==> config.mk <==
export PLATFORM = sky130hd
export DESIGN_NAME = bus_initiator
export DESIGN_NICKNAME = d
export VERILOG_FILES = /design/src/rtl/bus_initiator.sv
export SDC_FILE = /design/constraint.sdc
export NUM_CORES = 1
export LEC_CHECK = 0
export BUFFER_PORTS_ARGS = -buffer_cell sky130_fd_sc_hd__buf_2
export CAP_MARGIN = 20
export CORE_MARGIN = 1.5
export CORE_UTILIZATION = 50
export DETAILED_ROUTE_END_ITERATION = 7
export PLACE_DENSITY = 0.89
export SYNTH_ARGS = -nofsm -noshare
export SYNTH_HDL_FRONTEND = slang
export SYNTH_SLANG_ARGS = --single-unit
==> constraint.sdc <==
create_clock -name clk -period 5.1 [get_ports clk]
set_input_delay 0.255 -clock clk [delete_from_list [all_inputs] [get_ports clk]]
set_output_delay 0.255 -clock clk [all_outputs]
set_load 0.03 [all_outputs]
==> src/rtl/bus_initiator.sv <==
// Initiator for the daisy-chained register bus: issues one host request
// into the chain head and reports the echoed rdata or a timeout to the host.
module bus_initiator #(
    parameter int TIMEOUT_CYCLES = 64
) (
    input  logic        clk,
    input  logic        rst,
    input  logic [15:0] req_addr_i,
    input  logic [15:0] req_wdata_i,
    input  logic        req_rw_i,
    input  logic        req_valid_i,
    output logic        req_ready_o,
    output logic [15:0] addr_o,
    output logic [15:0] wdata_o,
    output logic [15:0] rdata_o,
    output logic        rw_o,
    output logic        valid_o,
    input  logic [15:0] addr_i,
    input  logic [15:0] wdata_i,
    input  logic [15:0] rdata_i,
    input  logic        rw_i,
    input  logic        valid_i,
    output logic [15:0] resp_rdata_o,
    output logic        resp_timeout_o,
    output logic        resp_valid_o,
    input  logic        resp_ready_i
);

    typedef enum logic [1:0] {
        IDLE,
        ISSUE,
        WAIT,
        RESP
    } state_t;

    state_t      state_q, state_d;
    logic [15:0] addr_q, wdata_q, rdata_q;
    logic        rw_q, timeout_q;
    logic [15:0] cnt_q;
    logic        busy, match, expire;
    logic        unused;

    assign unused = ^wdata_i;
    assign busy   = (state_q == ISSUE) || (state_q == WAIT);
    assign match  = valid_i && (addr_i == addr_q) && (rw_i == rw_q);
    assign expire = cnt_q == 16'(TIMEOUT_CYCLES - 1);

    always_comb begin
        state_d = state_q;
        case (state_q)
            IDLE:  if (req_valid_i) state_d = ISSUE;
            ISSUE,
            WAIT:  begin
                if (match || expire) state_d = RESP;
                else                 state_d = WAIT;
            end
            RESP:  if (resp_ready_i) state_d = IDLE;
            default: state_d = IDLE;
        endcase
    end

    always_ff @(posedge clk) begin
        if (rst) begin
            state_q   <= IDLE;
            addr_q    <= '0;
            wdata_q   <= '0;
            rw_q      <= 1'b0;
            rdata_q   <= '0;
            timeout_q <= 1'b0;
            cnt_q     <= '0;
        end else begin
            state_q <= state_d;
            if (state_q == IDLE && req_valid_i) begin
                addr_q  <= req_addr_i;
                wdata_q <= req_wdata_i;
                rw_q    <= req_rw_i;
                cnt_q   <= '0;
            end
            // a match on the last allowed cycle takes priority over expiry
            if (busy) begin
                if (match) begin
                    rdata_q   <= rdata_i;
                    timeout_q <= 1'b0;
                end else if (expire) begin
                    rdata_q   <= '0;
                    timeout_q <= 1'b1;
                end else begin
                    cnt_q <= cnt_q + 16'd1;
                end
            end
        end
    end

    always_comb begin
        req_ready_o    = (state_q == IDLE);
        valid_o        = 1'b0;
        addr_o         = '0;
        wdata_o        = '0;
        rdata_o        = '0;
        rw_o           = 1'b0;
        resp_valid_o   = 1'b0;
        resp_rdata_o   = '0;
        resp_timeout_o = 1'b0;
        if (state_q == ISSUE) begin
            valid_o = 1'b1;
            addr_o  = addr_q;
            wdata_o = wdata_q;
            rw_o    = rw_q;
        end
        if (state_q == RESP) begin
            resp_valid_o   = 1'b1;
            resp_rdata_o   = rdata_q;
            resp_timeout_o = timeout_q;
        end
    end

endmodule

==> results of run 1 <==
path summary, 6_finish.rpt:
check / startpoint / to / depth (start not counted)
max: state_q[1]$_SDFFE_PP0P_ / addr_o[3] / 4
min reg2reg: wdata_q[5]$_SDFFE_PP0P_ / wdata_q[5]$_SDFFE_PP0P_ / 2
max reg2reg: addr_q[2]$_SDFFE_PP0P_ / cnt_q[3]$_SDFF_PP0_ / 6
min: rdata_i[8] / rdata_q[8]$_SDFFE_PP0P_ / 2
logic make-up (layout without fill, tap and decap cells):
family | after synthesis | after routing | share of synthesized area [%]
fa+ha+maj | 4 | 4 | 1.44
compound gates | 80 | 80 | 15.7
mux | 2 | 2 | 0.758
buf+inv | 47 | 149 | 7.44
xor+xnor | 19 | 19 | 4.80
simple gates | 205 | 205 | 30.5
other cells | 1 | 16 | 0.108
flops | 68 | 68 | 39.3
placed cells by master, fill, tap and decap left out, drive strengths merged, types with 3 or more instances in the layout:
cell type,Yosys,final
buf,25,127
nand2,83,83
dfxtp,68,68
and2,51,51
a21oi,45,45
nand3,19,19
a22o,16,16
conb,1,16
xnor2,14,14
nand4,12,12
clkbuf,16,11
nor2,8,8
nor3,7,7
nor4,6,6
inv,5,5
or3,5,5
xor2,5,5
ha,4,4
or4,3,3
clkinvlp,0,3
critical path: cells and delay by family (launching register included):
kind | cells | cell delay (ns)
fa+ha+maj | 1 | 0.85
flops | 1 | 0.33
buf+inv | 2 | 0.28
simple gates | 1 | 0.25
cell type report:
| cell class | count | share of cell area (%) |
|---|---|---|
| Tap cell | 80 | 2.36 |
| Timing Repair Buffer | 127 | 15.2 |
| Sequential cell | 68 | 32.1 |
| Clock inverter | 5 | 1.45 |
| Inverter | 6 | 0.532 |
| Clock buffer | 11 | 3.34 |
| Multi-Input combinational cell | 326 | 44.9 |
through the flow:
step,utilization [%],hold WS [ns]
final,62.7,0.121
after global routing,62.7,0.117
after CTS,62.6,0.112
after detailed placement,59.6,0.444
after global placement,59.6,0.439
after floorplan,-,0.381
flip-flops by register name (all words and copies together), names as in the netlist:
| signal | flops |
|---|---|
| rw_q | 1 |
| state_q | 2 |
| wdata_q | 16 |
| rdata_q | 16 |
| addr_q | 16 |
| cnt_q | 16 |
| timeout_q | 1 |
report_power, final:
group          total, mW  internal, mW  switching, mW
Combinational      0.675         0.213          0.462
Sequential         0.647         0.595         0.0517
Clock              0.443         0.240          0.203
per-layer routing:
metal	vias to the layer above	track usage [%]	routed length [um]
met4	0	8.94	118
li1	1661	-	-
met5	-	0	0
met1	1561	23.9	3490
met3	10	5.43	475
met2	107	41.4	4350
==> impl_metrics.py, run 1 <==
metrics = {
    "grt": {
        "grt_pass1_vias": 3109,
        "track_usage_pct": 22.2,
        "gr-total-overflow": 0,
        "antenna_found_initial": 0,
        "grt_max_degree": 56,
        "grt_pass1_wl_mm": 13.3,
    },
    "yosys": {
        "synth_top_area_share_pct": 39.3,
        "synth_edf_count": 0,
        "postSynthAreaPerCell_sq_um": 8.14,
        "synth.most_common_cell": "nand2_1",
        "syn-instance-count": 426,
        "ys_types": 52,
        "ys_dominant_reg_cell": "dfxtp_1",
        "synthTopCellsByArea": "dfxtp_1, and2_1, nand2_1, a21oi_1, a22o_1",
        "yosysTopAreaCell": "dfxtp_1",
        "syn_area_sq_um": 3470,
        "ys_warn_count": 0,
        "yosysSeqAreaShare_pct": 39.3,
        "yosys-top-cells-count": "nand2_1, dfxtp_1, and2_1",
        "async_reset_ff_share_pct": 0,
        "synth.ff_latch_count": 68,
    },
    "setup_path": {
        "critPathSlowestCell": "ha_1",
        "critPathArrivalTime_ns": 2.04,
        "r2r_slack_ns": 2.84,
        "crit_chain": "inv_1 -> ha_1 -> and2_1 -> buf_2",
        "end_kind": "output port",
        "crit_fanout": 34,
        "required_ns": 4.85,
        "crit_type": "reg2out",
        "max_stage_delay_ns": 0.85,
        "critPathLaunchType": "flip-flop",
    },
    "clocking": {
        "clockBufferDepth": 2,
        "cts_hold_buf": 0,
        "root_buffer": "clkbuf_8",
        "clk_latency_ns": 0.34,
        "cts_setup_buffers": 0,
        "htreeDepth": 3,
        "cts_buffers": 9,
        "cts_tree": "done",
        "clock-sinks": 68,
        "ctsResizeCount": 0,
        "cts.clk_slew.worst_paths_ns": 0.08,
    },
    "drt": {
        "drcViolationCount": 0,
        "final_antenna_net_count": 0,
        "drt-total-wl_mm": 8.43,
        "via_per_inst": 5.36,
        "vias": 3339,
        "firstDrtPassIters": 4,
        "wl_per_cell_um": 13.5,
        "drt_iter0_drc": 190,
    },
    "placement": {
        "placedCellCount": 606,
        "place_area_sq_um": 4030,
        "pre_cts_slack_ns": 2.76,
        "portBuffers": 123,
        "dp_hpwl_mm": 5.99,
        "gp_congestion": 0.861,
    },
    "timing": {
        "min_period_ns": 2.30,
        "finalHoldViolCount": 0,
        "fmax_mhz": 436,
        "fin_crit_sh_pct": 45.0,
        "finalSetupTns_ns": 0,
        "setup_viol": 0,
        "slew_violations": 0,
        "fin_ws_ns": 2.80,
        "rsz0062_at_grt": "no",
        "tightest_slew_ns": 1.05,
        "skew_ns": 0.00999,
        "relSlewSlack_pct": 30.1,
    },
    "die": {
        "io_pins": 156,
        "rows": 30,
        "die_w_um": 86.3,
        "die_h_um": 86.3,
        "coreArea_sq_um": 6760,
        "initial_core_util_pct": 51.3,
        "die-area_sq_um": 7440,
    },
    "layout": {
        "stdcell_count": 623,
        "multi_input_area_sq_um": 1900,
        "finalNetCount": 629,
        "final_area_sq_um": 4240,
        "layout-drive-gt1-share_pct": 28.0,
        "antenna_cells": 0,
        "area_growth_pct": 22.2,
        "fillers": 573,
        "seq_area_sq_um": 1360,
    },
    "power": {
        "power_per_cell_area_nw_per_um2": 417,
        "total_power_mw": 1.77,
        "p_leak_nw": 1.89,
        "ir_drop_v": 0.000196,
    },
    "run": {
        "maxCapViolations": 0,
    },
    "outcome": {
        "outcome": "finished, final reports clean",
    },
    "hold_path": {
        "hold_class": "in2reg",
    },
}
Power figures use the tool's default switching activity.
==> run 2, diff against run 1 <==
--- a/config.mk
+++ b/config.mk
@@ -8,9 +8,9 @@
 export BUFFER_PORTS_ARGS = -buffer_cell sky130_fd_sc_hd__buf_2
 export CAP_MARGIN = 20
 export CORE_MARGIN = 1.5
-export CORE_UTILIZATION = 50
+export CORE_UTILIZATION = 47
 export DETAILED_ROUTE_END_ITERATION = 7
-export PLACE_DENSITY = 0.89
+export PLACE_DENSITY = 0.85
 export SYNTH_ARGS = -nofsm -noshare
 export SYNTH_HDL_FRONTEND = slang
 export SYNTH_SLANG_ARGS = --single-unit
==> constraint.sdc (replaced) <==
create_clock -name clk -period 2.3 [get_ports clk]
set_input_delay 0.115 -clock clk [delete_from_list [all_inputs] [get_ports clk]]
set_output_delay 0.115 -clock clk [all_outputs]
set_load 0.03 [all_outputs]
==> run 2 against run 1 <==
  * Die area increased by 6.2%
  * Worst hold slack got worse by 0.11 ns
  * Largest power group unchanged
  * Cell area increased by 7.0%
  * Largest cell class unchanged
  * Global-route usage increased by 1.3 points
  * Via count increased by 4.3%
  * Register-to-register slack got worse by 2.7 ns
==> impl_metrics.py, run 2 (synthesis results as in run 1) <==
metrics = {
    "timing": {
        "setup_viol": 0,
        "min_period_ns": 2.18,
        "tightest_slew_ns": 0.581,
        "rsz0062_at_grt": "no",
        "fin_crit_sh_pct": 95.0,
        "fmax_mhz": 458,
        "skew_ns": 0.00788,
        "slew_violations": 0,
        "relSlewSlack_pct": 61.3,
        "finalSetupTns_ns": 0,
        "finalHoldViolCount": 0,
    },
    "layout": {
        "final_area_sq_um": 4530,
        "antenna_cells": 0,
        "layout_commonest_cell": "buf_2",
        "fin_util_pct": 63.2,
        "layout-drive-gt1-share_pct": 28.2,
        "stdcell_count": 667,
        "finalNetCount": 656,
        "area_growth_pct": 30.8,
        "final_cell_mix": "buf_2, nand2_1, dfxtp_1, and2_1, a21oi_1",
    },
    "setup_path": {
        "critPathSlowestCell": "or3_1",
        "required_ns": 2.49,
        "rr_worst_depth": 7,
        "crit_type": "reg2reg",
        "max_stage_delay_ns": 0.52,
        "crit_fanout": 7,
        "critPathLaunchType": "flip-flop",
        "critPathArrivalTime_ns": 2.37,
        "crit_chain": "xnor2_1 -> nand4_1 -> or3_1 -> o21bai_2 -> buf_4 -> or4_1 -> o311ai_0",
        "end_kind": "flip-flop",
    },
    "drt": {
        "drt-total-wl_mm": 9.05,
        "vias": 3481,
        "drcViolationCount": 0,
        "drt_iter0_drc": 217,
        "final_antenna_net_count": 0,
        "via_per_inst": 5.22,
        "firstDrtPassIters": 4,
        "wl_per_cell_um": 13.6,
    },
    "clocking": {
        "cts_tree": "done",
        "htreeDepth": 3,
        "cts_buffers": 9,
        "clk_latency_ns": 0.34,
        "cts.clk_slew.worst_paths_ns": 0.07,
        "clock-sinks": 68,
        "clockBufferDepth": 2,
        "root_buffer": "clkbuf_8",
    },
    "power": {
        "total_power_mw": 4.11,
        "power_per_cell_area_nw_per_um2": 907,
        "p_leak_nw": 2.03,
        "ir_drop_v": 0.000409,
    },
    "grt": {
        "antenna_found_initial": 0,
        "gr-total-overflow": 0,
        "grt_pass1_vias": 3175,
        "track_usage_pct": 23.4,
        "grt_max_degree": 46,
        "grt_pass1_wl_mm": 14.3,
    },
    "placement": {
        "portBuffers": 123,
        "dp_hpwl_mm": 6.14,
        "placedCellCount": 634,
        "gp_congestion": 0.870,
        "place_area_sq_um": 4130,
    },
    "die": {
        "coreArea_sq_um": 7180,
        "io_pins": 156,
        "rows": 31,
        "die_w_um": 88.9,
        "die_h_um": 88.9,
        "die-area_sq_um": 7900,
        "initial_core_util_pct": 48.3,
    },
    "outcome": {
        "outcome": "finished, final reports clean",
    },
    "run": {
        "maxCapViolations": 0,
    },
    "hold_path": {
        "holdPathStages": 3,
        "hold_class": "in2reg",
    },
}
==> run 2: cell types whose count changed in the layout (fill, tap and decap cells not counted), sizes merged <==
cell / before / now
buf: 127 / 135
clkbuf: 11 / 13
clkinv: 2 / 1
clkinvlp: 3 / 0
dlygate4sd3: 0 / 19
==> run 2: worst max-delay path: cells and delay by family (launching register included) <==
kind / cells / cell delay, ns
flops: 1 / 0.33
xor+xnor: 1 / 0.25
buf+inv: 1 / 0.22
compound gates: 2 / 0.48
simple gates: 3 / 0.75
==> run 2: area by class of cell <==
| cell class | count | area (sq um) |
|---|---|---|
| tap | 99 | 124 |
| multi-input combinational | 326 | 1910 |
| clock buffer | 13 | 179 |
| fill | 600 | 2640 |
| sequential | 68 | 1360 |
| clock inverter | 1 | 30.0 |
| inverter | 6 | 22.5 |
| timing repair buffer | 154 | 908 |
==> run 2: final timing paths <==
check | startpoint | endpoint | slack [ns]
setup / recovery | addr_q[2]$_SDFFE_PP0P_ | cnt_q[5]$_SDFF_PP0_ | 0.12
hold / removal | req_addr_i[0] | addr_q[0]$_SDFFE_PP0P_ | 0.01
setup reg to reg | addr_q[2]$_SDFFE_PP0P_ | cnt_q[5]$_SDFF_PP0_ | 0.12
hold reg to reg | wdata_q[5]$_SDFFE_PP0P_ | wdata_q[5]$_SDFFE_PP0P_ | 0.45
==> run 2: layer usage <==
layer / share of wire (%) / wire, um / track usage (%) / vias to the layer above
met5: 0 / 0 / 0 / -
met4: 2.6 / 236 / 9.94 / 0
met3: 5.1 / 464 / 6.72 / 22
met2: 50 / 4570 / 40.5 / 116
met1: 42 / 3780 / 27.0 / 1633
li1: - / - / - / 1710
==> run 2: timing repair <==
action	4_1_cts	5_1_grt
endpoints found under the setup margin	0	4
endpoints found under the hold margin	17	2
hold buffers	17	2
setup buffers	0	0
resized for setup	0	1
==> run 2: per-stage QoR <==
step | hold slack, ns | worst slack (ns)
6_report | 0.0130 | 0.115
4_1_cts | 0.00157 | 0.133
5_1_grt | 0.000178 | 0.0162
2_1_floorplan | 0.241 | 0.243
3_5_place_dp | 0.331 | 0.140
3_3_place_gp | 0.326 | 0.208
==> run 2: power breakdown <==
group	switching [mW]	internal, mW
logic	1.06	0.590
clock network	0.421	0.608
registers	0.115	1.32
total	1.59	2.52
